$ cat config.mk
export PLATFORM = sky130hd
export DESIGN_NAME = fetch_queue
export DESIGN_NICKNAME = d
export VERILOG_FILES = /design/src/rtl/fetch_queue.sv
export SDC_FILE = /design/constraint.sdc
export NUM_CORES = 1
export LEC_CHECK = 0
export BUFFER_PORTS_ARGS = -buffer_cell sky130_fd_sc_hd__buf_4
export CAP_MARGIN = 20
export CORE_ASPECT_RATIO = 0.7
export CORE_MARGIN = 3
export CORE_UTILIZATION = 34
export CTS_BUF_LIST = sky130_fd_sc_hd__clkbuf_8 sky130_fd_sc_hd__clkbuf_16
export DETAILED_ROUTE_END_ITERATION = 12
export GPL_TIMING_DRIVEN = 0
export PLACE_DENSITY = 0.54
export RECOVER_POWER = 100
export SLEW_MARGIN = 20
export SYNTH_ARGS = -nofsm -noshare
export SYNTH_HDL_FRONTEND = slang
export SYNTH_SLANG_ARGS = --single-unit
$ cat constraint.sdc
create_clock -name clk -period 3.3 [get_ports clk]
set_clock_uncertainty 0.2 [all_clocks]
set_input_delay 0.165 -clock clk [delete_from_list [all_inputs] [get_ports clk]]
set_output_delay 0.165 -clock clk [all_outputs]
set_load 0.02 [all_outputs]
$ cat src/rtl/fetch_queue.sv
// -----------------------------------------------------------------------------
// fetch_queue
//   Decoupling FIFO between the fetch stage and the IF/ID pipeline register.
//   It holds fetched {pc, inst} pairs so an ID-side stall does not immediately
//   back-pressure instruction memory. A control-flow redirect (flush) empties
//   the queue in one edge.
//
// Ports
//   clk        system clock, rising edge
//   rst        asynchronous, active-high reset
//   flush      redirect: discard every entry, plus any push/pop this cycle
//   in_valid   fetch offers {in_pc, in_inst} this cycle
//   in_ready   queue can accept an entry (not full)
//   in_pc      PC of the offered instruction
//   in_inst    offered instruction word
//   out_valid  head entry available (not empty)
//   out_ready  IF/ID consumes the head this cycle
//   out_pc     PC of the head entry, 0 while empty
//   out_inst   instruction of the head entry, 0 while empty
//   count      number of occupied entries
// -----------------------------------------------------------------------------
module fetch_queue #(
    parameter int DEPTH  = 4,
    parameter int ADDR_W = 32,
    parameter int INST_W = 32
) (
    input  logic                     clk,
    input  logic                     rst,
    input  logic                     flush,
    input  logic                     in_valid,
    output logic                     in_ready,
    input  logic [ADDR_W-1:0]        in_pc,
    input  logic [INST_W-1:0]        in_inst,
    output logic                     out_valid,
    input  logic                     out_ready,
    output logic [ADDR_W-1:0]        out_pc,
    output logic [INST_W-1:0]        out_inst,
    output logic [$clog2(DEPTH):0]   count
);

    localparam int PTR_W = $clog2(DEPTH);
    localparam logic [PTR_W:0] FULL_CNT = (PTR_W + 1)'(DEPTH);

    logic [PTR_W-1:0]  r_wr_ptr;
    logic [PTR_W-1:0]  r_rd_ptr;
    logic [PTR_W:0]    r_count;

    logic [ADDR_W-1:0] r_pc_mem   [DEPTH];
    logic [INST_W-1:0] r_inst_mem [DEPTH];

    logic w_push;
    logic w_pop;
    logic w_full;
    logic w_empty;

    // Status is derived only from registered state, so nothing on the input
    // side can combinationally reach an output.
    assign w_full    = (r_count == FULL_CNT);
    assign w_empty   = (r_count == '0);
    assign in_ready  = ~w_full;
    assign out_valid = ~w_empty;
    assign w_push    = in_valid & ~w_full;
    assign w_pop     = out_ready & ~w_empty;

    // Head is forced to zero while empty so stale array contents never leak.
    assign out_pc   = w_empty ? '0 : r_pc_mem[r_rd_ptr];
    assign out_inst = w_empty ? '0 : r_inst_mem[r_rd_ptr];
    assign count    = r_count;

    // Storage: one write-enabled register per entry, no reset needed since
    // an entry is only ever read after it has been written.
    generate
        for (genvar gi = 0; gi < DEPTH; gi++) begin : g_entry
            always_ff @(posedge clk) begin
                if (w_push && !flush && (r_wr_ptr == PTR_W'(gi))) begin
                    r_pc_mem[gi]   <= in_pc;
                    r_inst_mem[gi] <= in_inst;
                end
            end
        end
    endgenerate

    // Pointers wrap naturally because DEPTH is a power of two.
    always_ff @(posedge clk or posedge rst) begin
        if (rst) begin
            r_wr_ptr <= '0;
            r_rd_ptr <= '0;
            r_count  <= '0;
        end else if (flush) begin
            // Redirect wins over any handshake in the same cycle.
            r_wr_ptr <= '0;
            r_rd_ptr <= '0;
            r_count  <= '0;
        end else begin
            if (w_push) begin
                r_wr_ptr <= r_wr_ptr + PTR_W'(1);
            end
            if (w_pop) begin
                r_rd_ptr <= r_rd_ptr + PTR_W'(1);
            end
            case ({w_push, w_pop})
                2'b10:   r_count <= r_count + (PTR_W + 1)'(1);
                2'b01:   r_count <= r_count - (PTR_W + 1)'(1);
                default: r_count <= r_count;
            endcase
        end
    end

endmodule

==> key figures <==
Timing
  • Max transition margin: 0.4571
  • Final Cycle Share: 0.8800
  • RSZ-0062 raised after global routing: no
  • Setup ws final: 395.9 ps
  • Hold WS: 236.0 ps
  • Fin. Hold Viols: 0
  • Final setup fails: 0
  • Setup TNS: 0 ps
  • Final Max Tran Viols: 0
  • Worst Tran Pin Value: 814.4 ps
  • Highest clock rate: 0.3443 GHz
  • Crit path time final: 2904 ps

Finish
  • Fin util: 0.4465
  • Final nets: 782
  • ANT cells: 0
  • Share of cells above drive strength 1: 0.2493
  • Area growth syn-to-layout: 27.81%

Job
  • Max cap viols: 0

Logic synthesis
  • Mapped Area: 10200 sq um
  • Yosys top cell area share: 0.7533
  • Synthesized flop and latch total: 263
  • Post-synth EDFFs: 256
  • Area contributors post-synth: edfxtp_1 (75%), mux4_2 (14%), and2_1 (4.2%)
  • Syn_nets: 543
  • Count of unique library cells instantiated by Yosys: 34
  • Post-synth top flop: edfxtp_1
  • YS warnings: 0
  • Cells after Synth: 469
  • Leading area contributor after synthesis: edfxtp_1
  • Sequential fraction of the synthesis area: 0.7705
  • Syn Area/Cell: 21.76 sq um
  • FFs w/ async S/R, synth: 0.02662

Detailed routing
  • Remaining routing DRC violations: 0
  • Initial DRC Count: 324
  • Drt total wl: 21.18 mm
  • DRT antenna net count: 0
  • TritonRoute pass-1 iters: 4
  • Vias per cell: 4.788
  • WL/cell: 19.19 um
  • Total number of vias: 5286

Global routing
  • GRT overflow: 0
  • Largest net degree at the start of global routing: 41
  • Total GRT Usage: 0.1317
  • Vias in the first global route: 5704
  • First-pass GRT wire length: 32.15 mm
  • Initial antenna violation count: 0

Clocking
  • Post-CTS sizing: 0
  • Worst skew pair latency: 520 ps
  • CTS tree: built
  • Cts bufs inserted: 27
  • Root Buffer: clkbuf_16
  • Clock transition at path regs: 60 ps
  • Htree depth: 1
  • Postcts setup bufs: 0
  • Clock Path Buffers: 3
  • TritonCTS Sinks: 263

Critical path
  • Critical-path top delay cell: dfrtp_1
  • R2R Setup Slk: 650 ps
  • Critical Path Source Type: flip-flop
  • Arr. time, crit path: 2540 ps
  • Critical R2R Launch: count[1]$_DFFE_PP0P_
  • WP data required: 2930 ps
  • Delay of the slowest critical-path stage: 410 ps
  • WS Path Type: flip-flop to primary output
  • Crit. End Element: primary output
  • R2r endpoint: r_pc_mem[2][25]$_DFFE_PP_
  • Kind of cell adding the most delay to the critical path: buffers and inverters
  • CP Max Fanout: 10
  • Worst r2r path cells: 5
  • Crit path cell chain: buf_2 -> or3_1 -> clkbuf_2 -> clkbuf_1 -> and2_0 -> buf_4
  • CP bufs+invs: 4

Place
  • GPL Wtd Cong: 0.7222
  • Port-buffer cells: 135
  • Post-Place Setup Slack: 803.4 ps
  • HPWL reported at the end of detailed placement: 12.73 mm

Worst hold path
  • Min-Delay Endpoint: r_pc_mem[0][20]$_DFFE_PP_
  • Worst Hold Path Cells: 2
  • Worst min path class: primary input to flip-flop
  • Hold path startpoint: in_pc[20]

Floorplanning
  • Die X: 213.1 um
  • Total die area: 32160 sq um
  • Die Span Y: 151.0 um
  • FP Rows: 52
  • Initial Utilization: 0.3493
  • Core area: 29210 sq um
  • # IOs: 138

Power and ir drop
  • Peak VDD IR: 0.0003635 V
  • Leak: 4.300 nW
  • PD cells: 599.9 nW/um^2
  • Tot Pwr: 0.007824 W

Outcome
  • Status: complete, no violations
kinds of logic after synthesis:
logic type      after synthesis  synth area share
flops                       263            0.7705
simple gates                 86           0.05039
mux                          65            0.1423
buf+inv                      33           0.01790
compound gates               14          0.009443
fa+ha+maj                     5          0.006866
xor+xnor                      3          0.002575
placed cells by master, fill, tap and decap left out, types with 2 or more instances in the layout:
master / synthesis / routed
edfxtp_1: 256 / 256
clkbuf_1: 8 / 83
dlygate4sd3_1: 0 / 71
mux4_2: 64 / 64
buf_4: 0 / 58
and2_0: 0 / 54
clkbuf_16: 0 / 27
inv_1: 7 / 15
buf_2: 10 / 10
and2_1: 68 / 10
clkinv_1: 0 / 8
dfrtp_1: 7 / 7
nor2_1: 6 / 6
buf_6: 6 / 5
nand3_1: 4 / 4
and2_2: 0 / 4
ha_1: 4 / 4
buf_16: 0 / 4
a21oi_1: 3 / 3
o2111ai_1: 2 / 2
nand2_1: 2 / 2
clkbuf_2: 1 / 2
xor2_1: 2 / 2
o21ai_0: 2 / 2
bufinv_16: 0 / 2
clkbuf_4: 0 / 2
worst max-delay path by stage:
stage,depth (start not counted),startpoint,end,slack [ps]
after floorplan,4,count[1]$_DFFE_PP0P_,r_inst_mem[2][0]$_DFFE_PP_,140
after global placement,5,in_valid,r_pc_mem[3][27]$_DFFE_PP_,-1190
after detailed placement,7,count[1]$_DFFE_PP0P_,count[2]$_DFFE_PP0P_,800
after CTS,6,count[1]$_DFFE_PP0P_,out_inst[9],330
after global routing,6,count[1]$_DFFE_PP0P_,out_pc[2],200
final,6,count[1]$_DFFE_PP0P_,out_inst[9],400
routing by layer:
metal,up-vias,part of all wire,track usage,routed length [um]
met1,2737,0.43,0.1702,9046
met4,0,0.013,0.02293,281
met2,149,0.50,0.2285,10540
li1,2374,-,-,-
met3,26,0.062,0.03437,1317
met5,-,0,0,0
synthesized netlist by cell type (3+ instances only):
cell,n
buf_6,6
nand3_1,4
mux4_2,64
inv_1,7
clkbuf_1,8
and2_1,68
buf_2,10
dfrtp_1,7
nor2_1,6
a21oi_1,3
ha_1,4
edfxtp_1,256
sequential cells by signal, indices dropped and copies added (netlist names):
signal / count
r_wr_ptr: 2
r_rd_ptr: 2
r_pc_mem: 128
r_inst_mem: 128
count: 3
layout make-up:
cell class,instances,area [sq um]
Clock inverter,20,137.6
Tap cell,378,473.0
Multi-Input combinational cell,173,2165
Timing Repair Buffer,210,1553
Clock buffer,27,675.6
Sequential cell,263,7863
Buffer,26,150.1
Fill cell,2580,16170
Inverter,7,26.28
metrics by stage:
step                instance area, sq um  instances
floorplan                          10200        469
global placement                   11690        982
detailed placement                 11810        986
CTS                                13340       1104
global route                       13040       1104
finish                             13040       1104
repair_timing:
action | CTS | global route
endpoints found under the setup margin | 0 | 0
hold buffers | 71 | 0
hold endpoints to repair | 270 | 0
power breakdown:
| group | internal [W] | leakage, nW | switching, W | total, W |
|---|---|---|---|---|
| logic | 0.000564 | 1.46 | 0.000680 | 0.00124 |
| clock network | 0.00163 | 0.425 | 0.00116 | 0.00278 |
| registers | 0.00377 | 2.42 | 0.0000273 | 0.00380 |
| total | 0.00596 | 4.30 | 0.00186 | 0.00782 |
Power figures use the tool's default switching activity.
